## config.mk

```make
export PLATFORM = sky130hd
export DESIGN_NAME = alu_mc
export DESIGN_NICKNAME = d
export VERILOG_FILES = /design/src/rtl/alu_pkg.sv /design/src/rtl/alu_muldiv_iter.sv /design/src/rtl/alu_mc.sv
export SDC_FILE = /design/constraint.sdc
export NUM_CORES = 1
export LEC_CHECK = 0
export BUFFER_PORTS_ARGS = -buffer_cell sky130_fd_sc_hd__buf_2
export CORE_MARGIN = 2
export CORE_UTILIZATION = 45
export CTS_CLUSTER_DIAMETER = 60
export DETAILED_ROUTE_END_ITERATION = 7
export PLACE_DENSITY = 0.66
export SETUP_SLACK_MARGIN = 0.2
export SLEW_MARGIN = 25
export SYNTH_ARGS = -nofsm -noshare
export SYNTH_HDL_FRONTEND = slang
export SYNTH_HIERARCHICAL = 1
export SYNTH_SLANG_ARGS = --single-unit
export TNS_END_PERCENT = 100
```

## constraint.sdc

```tcl
create_clock -name clk -period 4.45 [get_ports clk]
set_input_delay 0.2225 -clock clk [delete_from_list [all_inputs] [get_ports clk]]
set_output_delay 0.2225 -clock clk [all_outputs]
set_load 0.05 [all_outputs]
```

## src/rtl/alu_pkg.sv

```systemverilog
// Shared definitions for the multi-cycle execute ALU.
//   - opcode constants (6-bit encodings carried over from the single-cycle ALU)
//   - FSM state encoding
//   - helper giving the shift-amount / iteration-counter width for a datapath width
package alu_pkg;

  localparam logic [5:0] OP_ADD  = 6'b000000;
  localparam logic [5:0] OP_SUB  = 6'b000001;
  localparam logic [5:0] OP_AND  = 6'b000010;
  localparam logic [5:0] OP_OR   = 6'b000011;
  localparam logic [5:0] OP_XOR  = 6'b000100;
  localparam logic [5:0] OP_SLT  = 6'b000101;
  localparam logic [5:0] OP_SLTU = 6'b000110;
  localparam logic [5:0] OP_SLL  = 6'b000111;
  localparam logic [5:0] OP_SRL  = 6'b001000;
  localparam logic [5:0] OP_SRA  = 6'b001001;
  localparam logic [5:0] OP_MUL  = 6'b001010;
  localparam logic [5:0] OP_DIVU = 6'b001011;
  localparam logic [5:0] OP_REMU = 6'b001100;
  localparam logic [5:0] OP_SW   = 6'b010000;
  localparam logic [5:0] OP_LW   = 6'b010001;
  localparam logic [5:0] OP_BEQ  = 6'b100000;
  localparam logic [5:0] OP_JMP  = 6'b100001;
  localparam logic [5:0] OP_BNE  = 6'b100010;

  typedef enum logic [1:0] {
    S_IDLE,
    S_MUL,
    S_DIV,
    S_DONE
  } state_t;

  // Bits needed to express a shift amount (and an iteration index) for a
  // power-of-two datapath width.
  function automatic int shamt_w(input int width);
    return $clog2(width);
  endfunction

endpackage

```

## src/rtl/alu_muldiv_iter.sv

```systemverilog
// Iterative multiply / unsigned-divide engine shared by MUL, DIVU and REMU.
//   One step per clock, WIDTH steps per operation.
//   MUL : shift-add; acc accumulates the low WIDTH bits of a*b.
//   DIV : restoring division; x shifts the dividend out and the quotient in,
//         acc holds the partial remainder.
// Ports:
//   clk, rst_n    clock, async active-low reset
//   flush         abandon the current operation
//   start         load a/b and begin (is_div selects divide)
//   a, b          operands (multiplicand/multiplier or dividend/divisor)
//   done          high in the cycle whose clock edge completes the last step
//   acc_nxt       value acc takes on that edge (product or remainder)
//   quot_nxt      value x takes on that edge (quotient when dividing)
module alu_muldiv_iter
  import alu_pkg::*;
#(
  parameter int WIDTH = 32
) (
  input  logic             clk,
  input  logic             rst_n,
  input  logic             flush,
  input  logic             start,
  input  logic             is_div,
  input  logic [WIDTH-1:0] a,
  input  logic [WIDTH-1:0] b,
  output logic             done,
  output logic [WIDTH-1:0] acc_nxt,
  output logic [WIDTH-1:0] quot_nxt
);

  localparam int CW = shamt_w(WIDTH);

  logic             busy;
  logic             div_q;
  logic [CW-1:0]    cnt_q;
  logic [WIDTH-1:0] x_q, y_q, acc_q;
  logic [WIDTH-1:0] x_nxt, y_nxt;
  logic [WIDTH:0]   r_sh, diff;

  always_comb begin
    // Trial subtraction: a borrow in diff[WIDTH] means the shifted remainder
    // is smaller than the divisor, so the old value is restored.
    r_sh = {acc_q, x_q[WIDTH-1]};
    diff = r_sh - {1'b0, y_q};
    if (div_q) begin
      acc_nxt = diff[WIDTH] ? r_sh[WIDTH-1:0] : diff[WIDTH-1:0];
      x_nxt   = {x_q[WIDTH-2:0], ~diff[WIDTH]};
      y_nxt   = y_q;
    end else begin
      acc_nxt = acc_q + (y_q[0] ? x_q : '0);
      x_nxt   = x_q << 1;
      y_nxt   = y_q >> 1;
    end
  end

  assign quot_nxt = x_nxt;
  assign done     = busy && (cnt_q == CW'(WIDTH - 1));

  always_ff @(posedge clk or negedge rst_n) begin
    if (!rst_n) begin
      busy  <= 1'b0;
      div_q <= 1'b0;
      cnt_q <= '0;
    end else if (flush) begin
      busy  <= 1'b0;
      cnt_q <= '0;
    end else if (start) begin
      busy  <= 1'b1;
      div_q <= is_div;
      cnt_q <= '0;
    end else if (busy) begin
      cnt_q <= cnt_q + 1'b1;
      if (done) busy <= 1'b0;
    end
  end

  // Both operations load the same way: x = a, y = b, acc cleared.
  always_ff @(posedge clk) begin
    if (start) begin
      x_q   <= a;
      y_q   <= b;
      acc_q <= '0;
    end else if (busy) begin
      x_q   <= x_nxt;
      y_q   <= y_nxt;
      acc_q <= acc_nxt;
    end
  end

endmodule

```

## src/rtl/alu_mc.sv

```systemverilog
// Multi-cycle execute-stage ALU with valid/ready handshakes on input and output.
// Single-cycle ops complete with latency 1; MUL/DIVU/REMU iterate WIDTH cycles
// in alu_muldiv_iter (latency WIDTH+1). Divide by zero bypasses the engine.
// Ports:
//   clk, rst_n          clock, async active-low reset
//   flush               synchronous abort of any accepted / in-flight op
//   in_valid, in_ready  input handshake
//   op, npc, A, B, Imm  operation and operands (npc is reserved, unused)
//   out_valid, out_ready output handshake
//   alu_o               arithmetic result
//   addr_o              memory / branch target address
//   ife                 branch taken
//   dz                  divide by zero (DIVU/REMU)
module alu_mc
  import alu_pkg::*;
#(
  parameter int WIDTH = 32,
  parameter int OPW   = 6
) (
  input  logic             clk,
  input  logic             rst_n,
  input  logic             flush,
  input  logic             in_valid,
  output logic             in_ready,
  input  logic [OPW-1:0]   op,
  input  logic [WIDTH-1:0] npc,
  input  logic [WIDTH-1:0] A,
  input  logic [WIDTH-1:0] B,
  input  logic [WIDTH-1:0] Imm,
  output logic             out_valid,
  input  logic             out_ready,
  output logic [WIDTH-1:0] alu_o,
  output logic [WIDTH-1:0] addr_o,
  output logic             ife,
  output logic             dz
);

  localparam int SHW = shamt_w(WIDTH);

  state_t                  state, state_n, op_state;
  logic [5:0]              opc;
  logic                    accept;
  logic                    rem_sel;
  logic signed [WIDTH-1:0] a_s, b_s;
  logic [SHW-1:0]          shamt;
  logic [WIDTH-1:0]        c_alu, c_addr;
  logic                    c_ife, c_dz;
  logic                    eng_done;
  logic [WIDTH-1:0]        eng_acc, eng_quot;
  logic                    unused_npc;

  assign opc        = 6'(op);
  assign a_s        = A;
  assign b_s        = B;
  assign shamt      = B[SHW-1:0];
  assign unused_npc = ^npc;

  // Decode: single-cycle result and the state the op moves the FSM into.
  always_comb begin
    c_alu    = '0;
    c_addr   = '0;
    c_ife    = 1'b0;
    c_dz     = 1'b0;
    op_state = S_DONE;
    case (opc)
      OP_ADD:  c_alu = A + B;
      OP_SUB:  c_alu = A - B;
      OP_AND:  c_alu = A & B;
      OP_OR:   c_alu = A | B;
      OP_XOR:  c_alu = A ^ B;
      OP_SLT:  c_alu = {{(WIDTH-1){1'b0}}, (a_s < b_s)};
      OP_SLTU: c_alu = {{(WIDTH-1){1'b0}}, (A < B)};
      OP_SLL:  c_alu = A << shamt;
      OP_SRL:  c_alu = A >> shamt;
      OP_SRA:  c_alu = a_s >>> shamt;
      OP_MUL:  op_state = S_MUL;
      OP_DIVU, OP_REMU: begin
        // Zero divisor short-circuits: quotient all ones, remainder = A.
        if (B == '0) begin
          c_dz  = 1'b1;
          c_alu = (opc == OP_DIVU) ? '1 : A;
        end else begin
          op_state = S_DIV;
        end
      end
      OP_SW: begin
        c_alu  = B;
        c_addr = A + Imm;
      end
      OP_LW:  c_addr = A + Imm;
      OP_BEQ: begin
        c_addr = Imm;
        c_ife  = (A == '0);
      end
      OP_BNE: begin
        c_addr = Imm;
        c_ife  = (A != '0);
      end
      OP_JMP: begin
        c_addr = Imm;
        c_ife  = 1'b1;
      end
      default: ;
    endcase
  end

  assign in_ready  = (state == S_IDLE) || ((state == S_DONE) && out_ready);
  assign out_valid = (state == S_DONE);
  assign accept    = in_valid && in_ready && !flush;

  always_comb begin
    state_n = state;
    case (state)
      S_IDLE:       if (accept) state_n = op_state;
      S_MUL, S_DIV: if (eng_done) state_n = S_DONE;
      S_DONE:       if (out_ready) state_n = accept ? op_state : S_IDLE;
      default:      state_n = S_IDLE;
    endcase
    if (flush) state_n = S_IDLE;
  end

  always_ff @(posedge clk or negedge rst_n) begin
    if (!rst_n) state <= S_IDLE;
    else        state <= state_n;
  end

  alu_muldiv_iter #(.WIDTH(WIDTH)) u_iter (
    .clk      (clk),
    .rst_n    (rst_n),
    .flush    (flush),
    .start    (accept && (op_state != S_DONE)),
    .is_div   (op_state == S_DIV),
    .a        (A),
    .b        (B),
    .done     (eng_done),
    .acc_nxt  (eng_acc),
    .quot_nxt (eng_quot)
  );

  // Result registers: loaded at accept for single-cycle ops, on the final
  // engine step for iterative ones; otherwise held so DONE outputs stay stable.
  always_ff @(posedge clk or negedge rst_n) begin
    if (!rst_n) begin
      alu_o   <= '0;
      addr_o  <= '0;
      ife     <= 1'b0;
      dz      <= 1'b0;
      rem_sel <= 1'b0;
    end else if (accept) begin
      alu_o   <= c_alu;
      addr_o  <= c_addr;
      ife     <= c_ife;
      dz      <= c_dz;
      rem_sel <= (opc == OP_REMU);
    end else if (eng_done && !flush) begin
      alu_o  <= ((state == S_DIV) && !rem_sel) ? eng_quot : eng_acc;
      addr_o <= '0;
      ife    <= 1'b0;
      dz     <= 1'b0;
    end
  end

endmodule
```

======== Yosys cells after proc, flatten, opt, wreduce, memory -nomap -nowiden ========
Index checks and enable logic that the tools add are counted.
word-level totals
  register bits ........................... 172
  input port bits ......................... 139
  output and inout bits ................... 68
  logic and storage cells ................. 119
operators by class
  add/sub/neg operators ................... 6
  $lt $le $gt $ge ......................... 2
  equal/unequal tests ..................... 27
  shift-type cells ........................ 3
  muxes and demuxes ....................... 39
  bitwise logic cells ..................... 5
  reduce and logical (&&, ||, !) cells .... 25
operator list
  operator              count
  $mux W32              15
  $pmux W32 S12         1
  $add A32 B32 Y32      3
  $logic_not A32 Y1     2
  $lt A32 B32 Y1        2
  $pmux W32 S2          1
  $sub A33 B32 Y33      1
  $and A32 B32 Y32      1
  $or A32 B32 Y32       1
  $reduce_bool A32 Y1   1
  $shl A32 B5 Y32       1
  $shr A32 B5 Y32       1
  $sshr A32 B5 Y32      1
  $sub A32 B32 Y32      1
  $xor A32 B32 Y32      1
  $eq A6 B4 Y1 const B  5
  $eq A6 B3 Y1 const B  4
  $eq A6 B6 Y1 const B  3
  $mux W5               3
  $eq A6 B2 Y1 const B  2
  $eq A6 B5 Y1 const B  2
  $mux W1               11
  $mux W2               5
  $logic_and A1 B1 Y1   7
  23 further kinds      32

======== Depth between registers and ports, before layout ========
Gate-level depths: netlist (run 1).
  depth in word-level cells ............... 9
  gate-level depth with buffers ........... 21
  gate-level depth less buffers ........... 20

======== Modules after synthesis ========
The synthesis (run 1) kept the hierarchy.
by module, submodules not included
  module           times used  cells an instance  area each (sq um)  seq. area each (sq um)
  alu_mc           1           1961               14266.2            1726.7
  alu_muldiv_iter  1           1022               8874.8             2737.6

======== Worst setup path after synthesis (run 1) ========
OpenSTA, ideal clock, no wires.
  path type ............................... in2reg
  start ................................... in B[2]
  end ..................................... reg u_iter.y_q[0], enable pin
  library setup time ...................... 657 ps
  data arrival time ....................... 3706 ps
  required time ........................... 3793 ps
  path slack .............................. 87 ps
  cell stages on the path ................. 14
  buffers on the path ..................... 5
  path through ............................ clkbuf_1 > nor3_2 > nand3_1 > nor3_1 > and2_1 > clkbuf_1 > buf_1 > a21oi_1 > a21oi_1 > nor2_1 > clkbuf_1 > inv_1 > clkbuf_1 > o21ai_0
between the ends
  cells in the longest elaborated chain, start to end .. 7
  elaborated cells on any way between the ends .. 8
  those cells by class .................... eq/ne (2); mux (2); reduce/logical (4)
ends and longest elaborated chain
  element                                                              line                   RTL
  start, declared                                                      alu_mc.sv:28           input logic [WIDTH-1:0] B,
  $logic_not A32 Y1 *                                                  alu_mc.sv:79           if (B == '0) begin
  $mux W1 *                                                            alu_mc.sv:79
  $pmux W2 S2 *                                                        alu_mc.sv:65           case (opc)
  $ne A2 B2 Y1 *                                                       alu_mc.sv:131          .start (accept && (op_state != S_DONE)),
  $logic_and A1 B1 Y1 *                                                alu_mc.sv:131
  $ne A2 B1 Y1 (no line) / $reduce_bool A2 Y1 (equally long branches)  --
  $reduce_and A2 Y1 (no line) *                                        --
  end signal, assigned                                                 alu_muldiv_iter.sv:85  y_q <= y_nxt;
  end, declared                                                        alu_muldiv_iter.sv:36  logic [WIDTH-1:0] x_q, y_q, acc_q;
Mark *: on every way between the ends. The rest lies on a longest branch, timed or not.
A chain may end at the register's enable or synchronous reset.

======== Worst setup path in the final report (run 1) ========
  start ................................... reg u_iter.y_q[12]
  end ..................................... reg alu_o[25]
between the ends
  cells in the longest elaborated chain, start to end .. 6
ends and longest elaborated chain
  element               line                   RTL
  $sub A33 B32 Y33      alu_muldiv_iter.sv:44  diff = r_sh - {1'b0, y_q};
  $mux W32              alu_muldiv_iter.sv:46  acc_nxt = diff[WIDTH] ? r_sh[WIDTH-1:0] : diff[WIDTH-1:0];
  $mux W32              alu_muldiv_iter.sv:45  if (div_q) begin
  via eng_acc[25]       alu_mc.sv:49           logic [WIDTH-1:0] eng_acc, eng_quot;
  $mux W32              alu_mc.sv:156          alu_o <= ((state == S_DIV) && !rem_sel) ? eng_quot : eng_acc;
  $mux W32              alu_mc.sv:155          end else if (eng_done && !flush) begin
  $mux W32              alu_mc.sv:149          end else if (accept) begin
  end signal, assigned  alu_mc.sv:150          alu_o <= c_alu;
  end signal, assigned  alu_mc.sv:156
  end, declared         alu_mc.sv:32           output logic [WIDTH-1:0] alu_o,
The timed path passes the listed nets, and every way through them passes these cells. The select of a mux whose other input is x is not followed.

==> results of run 1 <==
==> registers in the layout, indices dropped and copies added (netlist names) <==
name / flops
addr_o: 32
ife: 1
u_iter/acc_q: 32
u_iter/x_q: 32
u_iter/cnt_q: 5
alu_o: 32
u_iter/busy: 1
state: 2
u_iter/y_q: 32
rem_sel: 1
dz: 1
u_iter/div_q: 1
==> cell usage after synthesis, types with 15 or more instances <==
cell	number	area, µm²
and2_1	50	313
mux2_2	59	664
a211oi_1	58	435
dfxtp_1	32	641
nand4_1	25	156
a21oi_1	216	1080
xor2_1	36	315
mux4_2	48	1080
a22oi_1	46	345
nand2b_1	28	175
a211o_1	15	131
clkbuf_1	151	567
mux2i_1	72	721
a221o_1	17	170
edfxtp_1	64	1920
o22ai_1	41	257
ha_1	204	2550
nor3_1	63	315
xnor2_1	45	394
nand3_1	60	300
dfrtp_1	76	1900
and3_1	21	131
a21o_1	75	563
o31ai_1	19	143
o21ai_0	234	1170
a31oi_1	69	432
o21a_1	27	203
a311oi_1	18	158
o211ai_1	34	255
nor4_1	39	244
nand2_1	284	1070
inv_1	161	604
a221oi_1	16	140
buf_1	18	67.6
buf_2	24	120
o21bai_1	16	120
o2111ai_1	15	131
nor2b_1	23	144
buf_4	32	240
nor2_1	247	927
==> cell usage in the layout, fill, tap and decap left out, types with 37 or more instances in the layout <==
cell type and instances:
edfxtp_1 64, buf_2 172, and2_1 46, mux2i_1 68, o22ai_1 39, a22oi_1 46
nand3_1 59, mux4_2 48, o21ai_0 227, mux2_2 59, a31oi_1 60, nand2_1 281
nor3_1 57, a21o_1 75, inv_1 160, dfrtp_1 75, a211oi_1 48, nor2_1 240
buf_4 196, nor4_1 37, ha_1 193, xnor2_1 44, a21oi_1 204
==> metrics by stage <==
step	setup slack (ps)	area, µm²	TNS (ps)
after floorplan	291	23100	0
after global placement	-116	25400	-255
after detailed placement	-181	25400	-681
after CTS	173	26600	0
after global routing	-107	26900	-333
final	139	26900	0
==> where the power goes <==
part | leakage [nW] | switching (mW) | internal, mW
Clock | 0.274 | 0.822 | 0.730
Sequential | 1.85 | 0.402 | 1.98
Combinational | 9.49 | 4.52 | 2.91
Total | 11.6 | 5.75 | 5.62
==> worst register-to-register path, delay by kind of cell, from the launching register on <==
kind	cells	cell delay (ps)
compound gates	11	2160
simple gates	5	760
buf+inv	3	430
flops	1	390
fa+ha+maj	1	240
xor+xnor	1	210
==> cell families (layout without fill, tap and decap cells) <==
group / after synthesis / in the layout / synth area share, %
multiplexers: 179 / 179 / 10.7
flip-flops: 172 / 172 / 19.3
AO/OA/AOI/OAI: 1049 / 1049 / 30.1
adder cells (fa/ha/maj): 209 / 209 / 11.5
XOR/XNOR: 81 / 81 / 3.07
AND/OR/NAND/NOR: 901 / 901 / 18.3
other: 0 / 3 / 0
buffers and inverters: 392 / 606 / 7.10
==> per-layer routing <==
metal  wire length, µm  vias to the layer above
li1                  -                    11500
met1             41500                    12300
met2             48100                     1321
met3              8650                      253
met4              4990                        2
met5                 8                        -
==> how the worst max path moves through the flow <==
| stage | endpoint | slack [ps] |
|---|---|---|
| after floorplan | alu_o[25]$_DFFE_PN0P_ | 290 |
| after global placement | alu_o[24]$_DFFE_PN0P_ | -120 |
| after detailed placement | alu_o[24]$_DFFE_PN0P_ | -180 |
| after CTS | alu_o[29]$_DFFE_PN0P_ | 170 |
| after global routing | alu_o[25]$_DFFE_PN0P_ | -110 |
| final | alu_o[25]$_DFFE_PN0P_ | 140 |
==> final cells by class <==
type	instances	area (µm²)	share of cell area (%)
Sequential cell	172	4470	16.6
Multi-Input combinational cell	2419	17700	65.6
Clock buffer	19	433	1.61
Antenna cell	3	7.51	0.0279
Timing Repair Buffer	410	2800	10.4
Clock inverter	13	105	0.390
Tap cell	680	851	3.16
Inverter	164	616	2.28
==> timing repair <==
action,in CTS,in global routing
pin swaps,25,52
setup buffers,2,6
hold endpoints to repair,71,0
resized for setup,60,54
hold buffers,33,0
endpoints found under the setup margin,15,16
==> metrics, run 1 <==
area grow syn2layout 16.5%; synthesized cell area 0.0231 mm²; CTS root buf clkbuf_16; ys flop type dfrtp_1; critical path depth 21; detail-routed via count per cell 6.55; Slew Limit Fails 0; core area 0.0511 mm²; Hold Path Origin flush; initial antenna violation count 4; via count 25.4k; Crit Path Max Fanout 6; outcome complete, no violations; DRT iter0 DRCs between 2k and 3k; part of the cycle the worst path needs a little over nine tenths; final setup fails 0; Syn Nets 3331; # fillers 4937; syn_area_per_cell 7.76 µm²; hold path depth 2; CTS Buf Count 17; R2R Setup Slk around 140 ps; unrepaired setup endpoints after global routing yes; Setup crit start kind flip-flop; met2 Resource Use GR between 60 and 70%; Min Hold Slack slightly below 50 ps; Fin. Hold Viols 0; grt total ovfl 0; hold crit path type in -> reg; ys async rst share 44.2%; Critical Path Max Stage Delay 390 ps; H-tree depth 4; Die X 231 µm; Synth Register Bits 172; placed insts 3804; largest net degree at the start of global routing between 90 and 100; Finished Core Util around 53%; first-pass GRT wire length 152000 µm; # rows 83; Total GRT Usage between 30% and 40%; Clk Latency, worst-skew pair 520 ps; hpwl dp 78000 µm; Worst R2R Path Depth 21; drt wl/cell between 20 and 30 µm; Non-Filler Instances 3880; boundary pin count 207; r2r endpoint alu_o[25]$_DFFE_PN0P_; Top delay family on crit path compound AO/OA/AOI/OAI gates; CTS tree built; worst setup path startpoint u_iter/y_q[12]$_DFFE_PP_; nets between 3k and 4k; share of cells above drive strength 1 between 20% and 30%; Most Crowded Layer GR met2; Peak VDD IR 0.000288 V; met1 usage 47.9%; R2R Path Start u_iter/y_q[12]$_DFFE_PP_; drt first pass iters 5; WL final just over 100000 µm; PwrDens between 400 and 500 mW/mm²; met3 Use GR 6.88%; max-cap violation count 0; sequential-to-total area share from yosys stat between 10% and 20%; die area 0.0533 mm²; starting density of the core 45.3%; CP Capture Type flip-flop; die height 231 µm; synth warn 6; endpoint of the worst hold path u_iter/busy$_DFF_PN0_; Leakage 11.6 nW; Req. time, crit path 4840 ps; CP Cell Sequence inv_1 > ha_1 > buf_4 > and4_1 > a21o_1 > o21a_1 > a21boi_0 > nand4_1 > a21oi_1 > xnor2_1 > a31oi_2 > nand3_2 > and2_4 > a211oi_2 > buf_4 > o22ai_4 > a211oi_2 > o211ai_1 > a22o_1 > nor3_2 > o31ai_1; slowest cell on the critical path edfxtp_1; Final Wtd Congestion 1.01; Final Power approximately 11 mW; post-synth cell types about 100; vias in the first global route 24.6k; CP Data Arrival Time between 4000 and 5000 ps; Synth Instances around 3.0k; actual slew at the worst max-slew pin roughly 1100 ps; CTS sink cnt 172; Slew headroom 28.8%; DRC 0; Post-synth EDFFs 64; Max Buffers Root-to-Sink 2; Clock Skew 16.7 ps; WS Path Type reg -> reg; Worst-path clk slew about 80 ps; Final ANT Viol Nets 0; number of port buffers between 150 and 200; Max Fclk 0.232 GHz; CP bufs+invs 3; Tmin final 4310 ps
Note: power is estimated with default switching activity, not from simulation.
==> inputs of run 2 (changes only) <==
--- a/config.mk
+++ b/config.mk
@@ -5,12 +5,13 @@
 export SDC_FILE = /design/constraint.sdc
 export NUM_CORES = 1
 export LEC_CHECK = 0
+export ABC_AREA = 1
 export BUFFER_PORTS_ARGS = -buffer_cell sky130_fd_sc_hd__buf_2
 export CORE_MARGIN = 2
 export CORE_UTILIZATION = 45
 export CTS_CLUSTER_DIAMETER = 60
 export DETAILED_ROUTE_END_ITERATION = 7
-export PLACE_DENSITY = 0.66
+export PLACE_DENSITY = 0.65
 export SETUP_SLACK_MARGIN = 0.2
 export SLEW_MARGIN = 25
 export SYNTH_ARGS = -nofsm -noshare
==> run 2 against run 1 <==
  * Register-to-register slack improved by 730 ps
  * Final cell count rose by 46%
  * First-iteration DRC count rose by 74%
  * Clock skew rose by 3.8 ps
  * Routed wire length rose by 33%
  * Largest cell class unchanged
  * Design area rose by 7.0%
  * Clock power rose by 3%
==> metrics, run 2 <==
post-synth top area cell nand2_1 (was ha_1); multi-input logic area 0.0187 mm² (was 0.0177 mm²); Syn Nets 5131 (was 3331); CP bufs+invs 1 (was 3); Slew headroom 27.8% (was 28.8%); vias in the first global route 29.3k (was 24.6k); core area 0.0580 mm² (was 0.0511 mm²); unrepaired setup endpoints after global routing no (was yes); initial antenna violation count 3 (was 4); CTS Buf Count 17 (unchanged); commonest non-fill, non-tap cell in the layout nand2_1 (unchanged); via count 33.2k (was 25.4k); R2R Setup Slk 870 ps (was 140 ps); area taken by flip-flops and latches 0.00446 mm² (was 0.00447 mm²); CP Data Arrival Time 3960 ps (was 4700 ps); sequential-to-total area share from yosys stat 16.8% (was 19.3%); drt wl/cell 24.2 µm (was 26.6 µm); Tmin final 3580 ps (was 4310 ps); number of port buffers 174 (unchanged); post-synth cell types 59 (was 99); Fin Setup TNS 0 ps (unchanged); detail-routed via count per cell 5.86 (was 6.55); Comb pwr share 52.9% (was 65.4%); top cells by area, synth nand2_1 (25%), nand3_1 (11%), ha_1 (9.6%), inv_1 (8.8%), edfxtp_1 (7.2%) (was ha_1 (11%), edfxtp_1 (8.3%), dfrtp_1 (8.2%), o21ai_0 (5.1%), a21oi_1 (4.7%)); CTS tree built (unchanged); syn_area_per_cell 5.54 µm² (was 7.76 µm²); Peak VDD IR 0.000397 V (was 0.000288 V); sequential fraction of design power 26.8% (was 21.0%); # fillers 6481 (was 4937); ys async rst share 44.2% (unchanged); Non-Filler Instances 5661 (was 3880); DRC 0 (unchanged); Max Fclk 0.279 GHz (was 0.232 GHz); slowest cell on the critical path edfxtp_1 (unchanged); CP Cell Sequence ha_1 > fa_1 > inv_1 > nand2_1 > nand2_1 > nand3_1 > nand2_2 > nand2_1 > nand2_2 > nand2_4 > nand2_2 > nand2_2 > nand2_4 > nand2_1 > nand2_1 > nand2_1 > nand2_1 > nand2_1 > a21oi_1 > a21oi_1 (was inv_1 > ha_1 > buf_4 > and4_1 > a21o_1 > o21a_1 > a21boi_0 > nand4_1 > a21oi_1 > xnor2_1 > a31oi_2 > nand3_2 > and2_4 > a211oi_2 > buf_4 > o22ai_4 > a211oi_2 > o211ai_1 > a22o_1 > nor3_2 > o31ai_1); drt first pass iters 8 (was 5); Max Buffers Root-to-Sink 2 (unchanged); Die X 247 µm (was 231 µm); Total GRT Usage 44.2% (was 37.9%); Post-synth top cells nand2_1 (1747), inv_1 (624), nand3_1 (557) (was nand2_1 (284), nor2_1 (247), o21ai_0 (234)); ys flop type dfrtp_1 (unchanged); grt total ovfl 0 (unchanged); placed insts 5601 (was 3804); post-synth top area share 24.7% (was 11.0%); Synth Instances 4783 (was 2983); Crit Path Max Fanout 31 (was 6); CTS root buf clkbuf_16 (unchanged); WL final 137000 µm (was 103000 µm); outcome complete, no violations (unchanged); hold crit path type in -> reg (unchanged); starting density of the core 45.7% (was 45.3%); count leader, synth nand2_1 (unchanged); area grow syn2layout 8.81% (was 16.5%); commonest cells after routing, fill and taps aside nand2_1 (1747), inv_1 (624), nand3_1 (556) (was nand2_1 (281), nor2_1 (240), o21ai_0 (227)); Top cell by count, worst path nand2_1; H-tree depth 4 (unchanged); r2r endpoint alu_o[29]$_DFFE_PN0P_ (was alu_o[25]$_DFFE_PN0P_); Leakage 15.8 nW (was 11.6 nW); synth warn 6 (unchanged); Clk pwr share 20.3% (was 13.6%); Post-synth EDFFs 64 (unchanged); die area 0.0609 mm² (was 0.0533 mm²); R2R Path Start u_iter/y_q[0]$_DFFE_PP_ (was u_iter/y_q[12]$_DFFE_PP_); Req. time, crit path 4820 ps (was 4840 ps); nets 5231 (was 3532); dpl cell area 0.0280 mm² (was 0.0254 mm²); Slew Limit Fails 0 (unchanged); actual slew at the worst max-slew pin 1080 ps (was 1070 ps); share of cells above drive strength 1 7.31% (was 20.6%); Hold Path Origin Imm[10] (was flush); WS Path Type reg -> reg (unchanged); Top delay family on crit path simple AND/OR/NAND/NOR gates (was compound AO/OA/AOI/OAI gates); max-cap violation count 0 (unchanged); Final ANT Viol Nets 0 (unchanged); Synth Register Bits 172 (unchanged); largest net degree at the start of global routing 76 (was 96); Final Wtd Congestion 1.09 (was 1.01); endpoint of the worst hold path addr_o[10]$_DFFE_PN0P_ (was u_iter/busy$_DFF_PN0_); Setup crit start kind flip-flop (unchanged); PwrDens 272 mW/mm² (was 422 mW/mm²); CTS sink cnt 172 (unchanged); synthesized cell area 0.0265 mm² (was 0.0231 mm²); Psw 4.16 mW (was 5.75 mW); Final Power 7.86 mW (was 11.4 mW); CP Capture Type flip-flop (unchanged); Clock Skew 20.5 ps (was 16.7 ps); Clk Latency, worst-skew pair 500 ps (was 520 ps); hpwl dp 109000 µm (was 78000 µm); # rows 88 (was 83); Worst-path clk slew 90 ps (was 80 ps); part of the cycle the worst path needs 80.6% (was 96.9%); DRT iter0 DRCs 4609 (was 2656); Worst R2R Path Depth 20 (was 21); final setup fails 0 (unchanged); post-layout instance area 0.0288 mm² (was 0.0269 mm²); die height 247 µm (was 231 µm); diode count 0 (was 3); Pint 3.70 mW (was 5.62 mW); Critical Path Max Stage Delay 590 ps (was 390 ps); first-pass GRT wire length 195000 µm (was 152000 µm); Fin. Hold Viols 0 (unchanged); hold path depth 3 (was 2); switching share of power 52.9% (was 50.6%); boundary pin count 207 (unchanged)
## run 2: changes by cell type after synthesis, moves of 57 or more
| cell | delta |
|---|---|
| a211oi_1 | -57 |
| nor2_1 | +177 |
| a31oi_1 | -63 |
| clkbuf_1 | -83 |
| mux2_2 | -59 |
| a21o_1 | -58 |
| inv_1 | +463 |
| nand2_1 | +1463 |
| o21ai_0 | -77 |
| nand3_1 | +497 |
| mux2i_1 | -72 |
## run 2: how the worst max path moves through the flow
| stage | cells past startpoint | slack [ps] | from | end |
|---|---|---|---|---|
| 3_3_place_gp | 12 | 880 | B[21] | u_iter/y_q[25]$_DFFE_PP_ |
| 2_1_floorplan | 11 | 260 | state[1]$_DFFE_PN0P_ | u_iter/y_q[0]$_DFFE_PP_ |
| 6_report | 20 | 870 | u_iter/y_q[0]$_DFFE_PP_ | alu_o[29]$_DFFE_PN0P_ |
| 5_1_grt | 20 | 580 | u_iter/y_q[0]$_DFFE_PP_ | alu_o[29]$_DFFE_PN0P_ |
| 4_1_cts | 20 | 920 | u_iter/y_q[0]$_DFFE_PP_ | alu_o[29]$_DFFE_PN0P_ |
| 3_5_place_dp | 12 | 880 | B[17] | u_iter/y_q[24]$_DFFE_PP_ |
## run 2: worst register-to-register path, stage by stage, from the launching register on
cell	delay [ps]
edfxtp_1	590
ha_1	310
fa_1	400
inv_1	90
nand2_1	50
nand2_1	110
nand3_1	90
nand2_2	110
nand2_1	70
nand2_2	100
nand2_4	70
nand2_2	90
nand2_2	180
nand2_4	330
nand2_1	100
nand2_1	130
nand2_1	100
nand2_1	70
nand2_1	60
a21oi_1	290
a21oi_1	120
## run 2: cells by family after synthesis
family / after synthesis / synth area share (%)
AND/OR/NAND/NOR: 2983 / 47.7
buffers and inverters: 838 / 12.9
AO/OA/AOI/OAI: 562 / 11.9
adder cells (fa/ha/maj): 209 / 10.0
flip-flops: 172 / 16.8
XOR/XNOR: 19 / 0.628
## run 2: layout make-up
class | instances | area share, %
timing repair buffer | 275 | 6.03
tap | 765 | 3.32
inverter | 644 | 8.43
multi-input combinational | 3773 | 64.7
clock buffer | 19 | 1.61
clock inverter | 13 | 0.412
sequential | 172 | 15.5
## run 2: power by group through the flow
stage	registers (mW)	logic, mW	clock network [mW]
6_report	2.10	4.16	1.60
5_1_grt	2.11	4.45	1.66
2_1_floorplan	2.67	2.07	0
4_1_cts	2.09	4.04	1.60
3_3_place_gp	2.12	4.00	0
3_5_place_dp	2.11	4.00	0
## run 2: routing by layer
metal  vias to the layer above  share of wire (%)  global-route usage, %
met3                       344                 14                   12.2
met2                      2176                 39                   61.0
li1                      15500                  -                      -
met1                     15100                 41                   61.9
met4                         4                6.3                   23.4
met5                         -              0.020                      0
## run 2: what timing repair did
action	4_1_cts	5_1_grt
hold endpoints to repair	57	0
setup buffers	0	0
resized for setup	0	0
hold buffers	28	0
## run 2: through the flow
| step | hold WS [ps] | utilization, % | setup slack [ps] |
|---|---|---|---|
| finish | 15.5 | 49.7 | 865 |
| global route | 25.2 | 49.7 | 583 |
| CTS | 1.04 | 49.7 | 924 |
| detailed placement | 185 | 48.2 | 877 |
| global placement | 184 | 48.2 | 885 |
| floorplan | -73.1 | - | 258 |
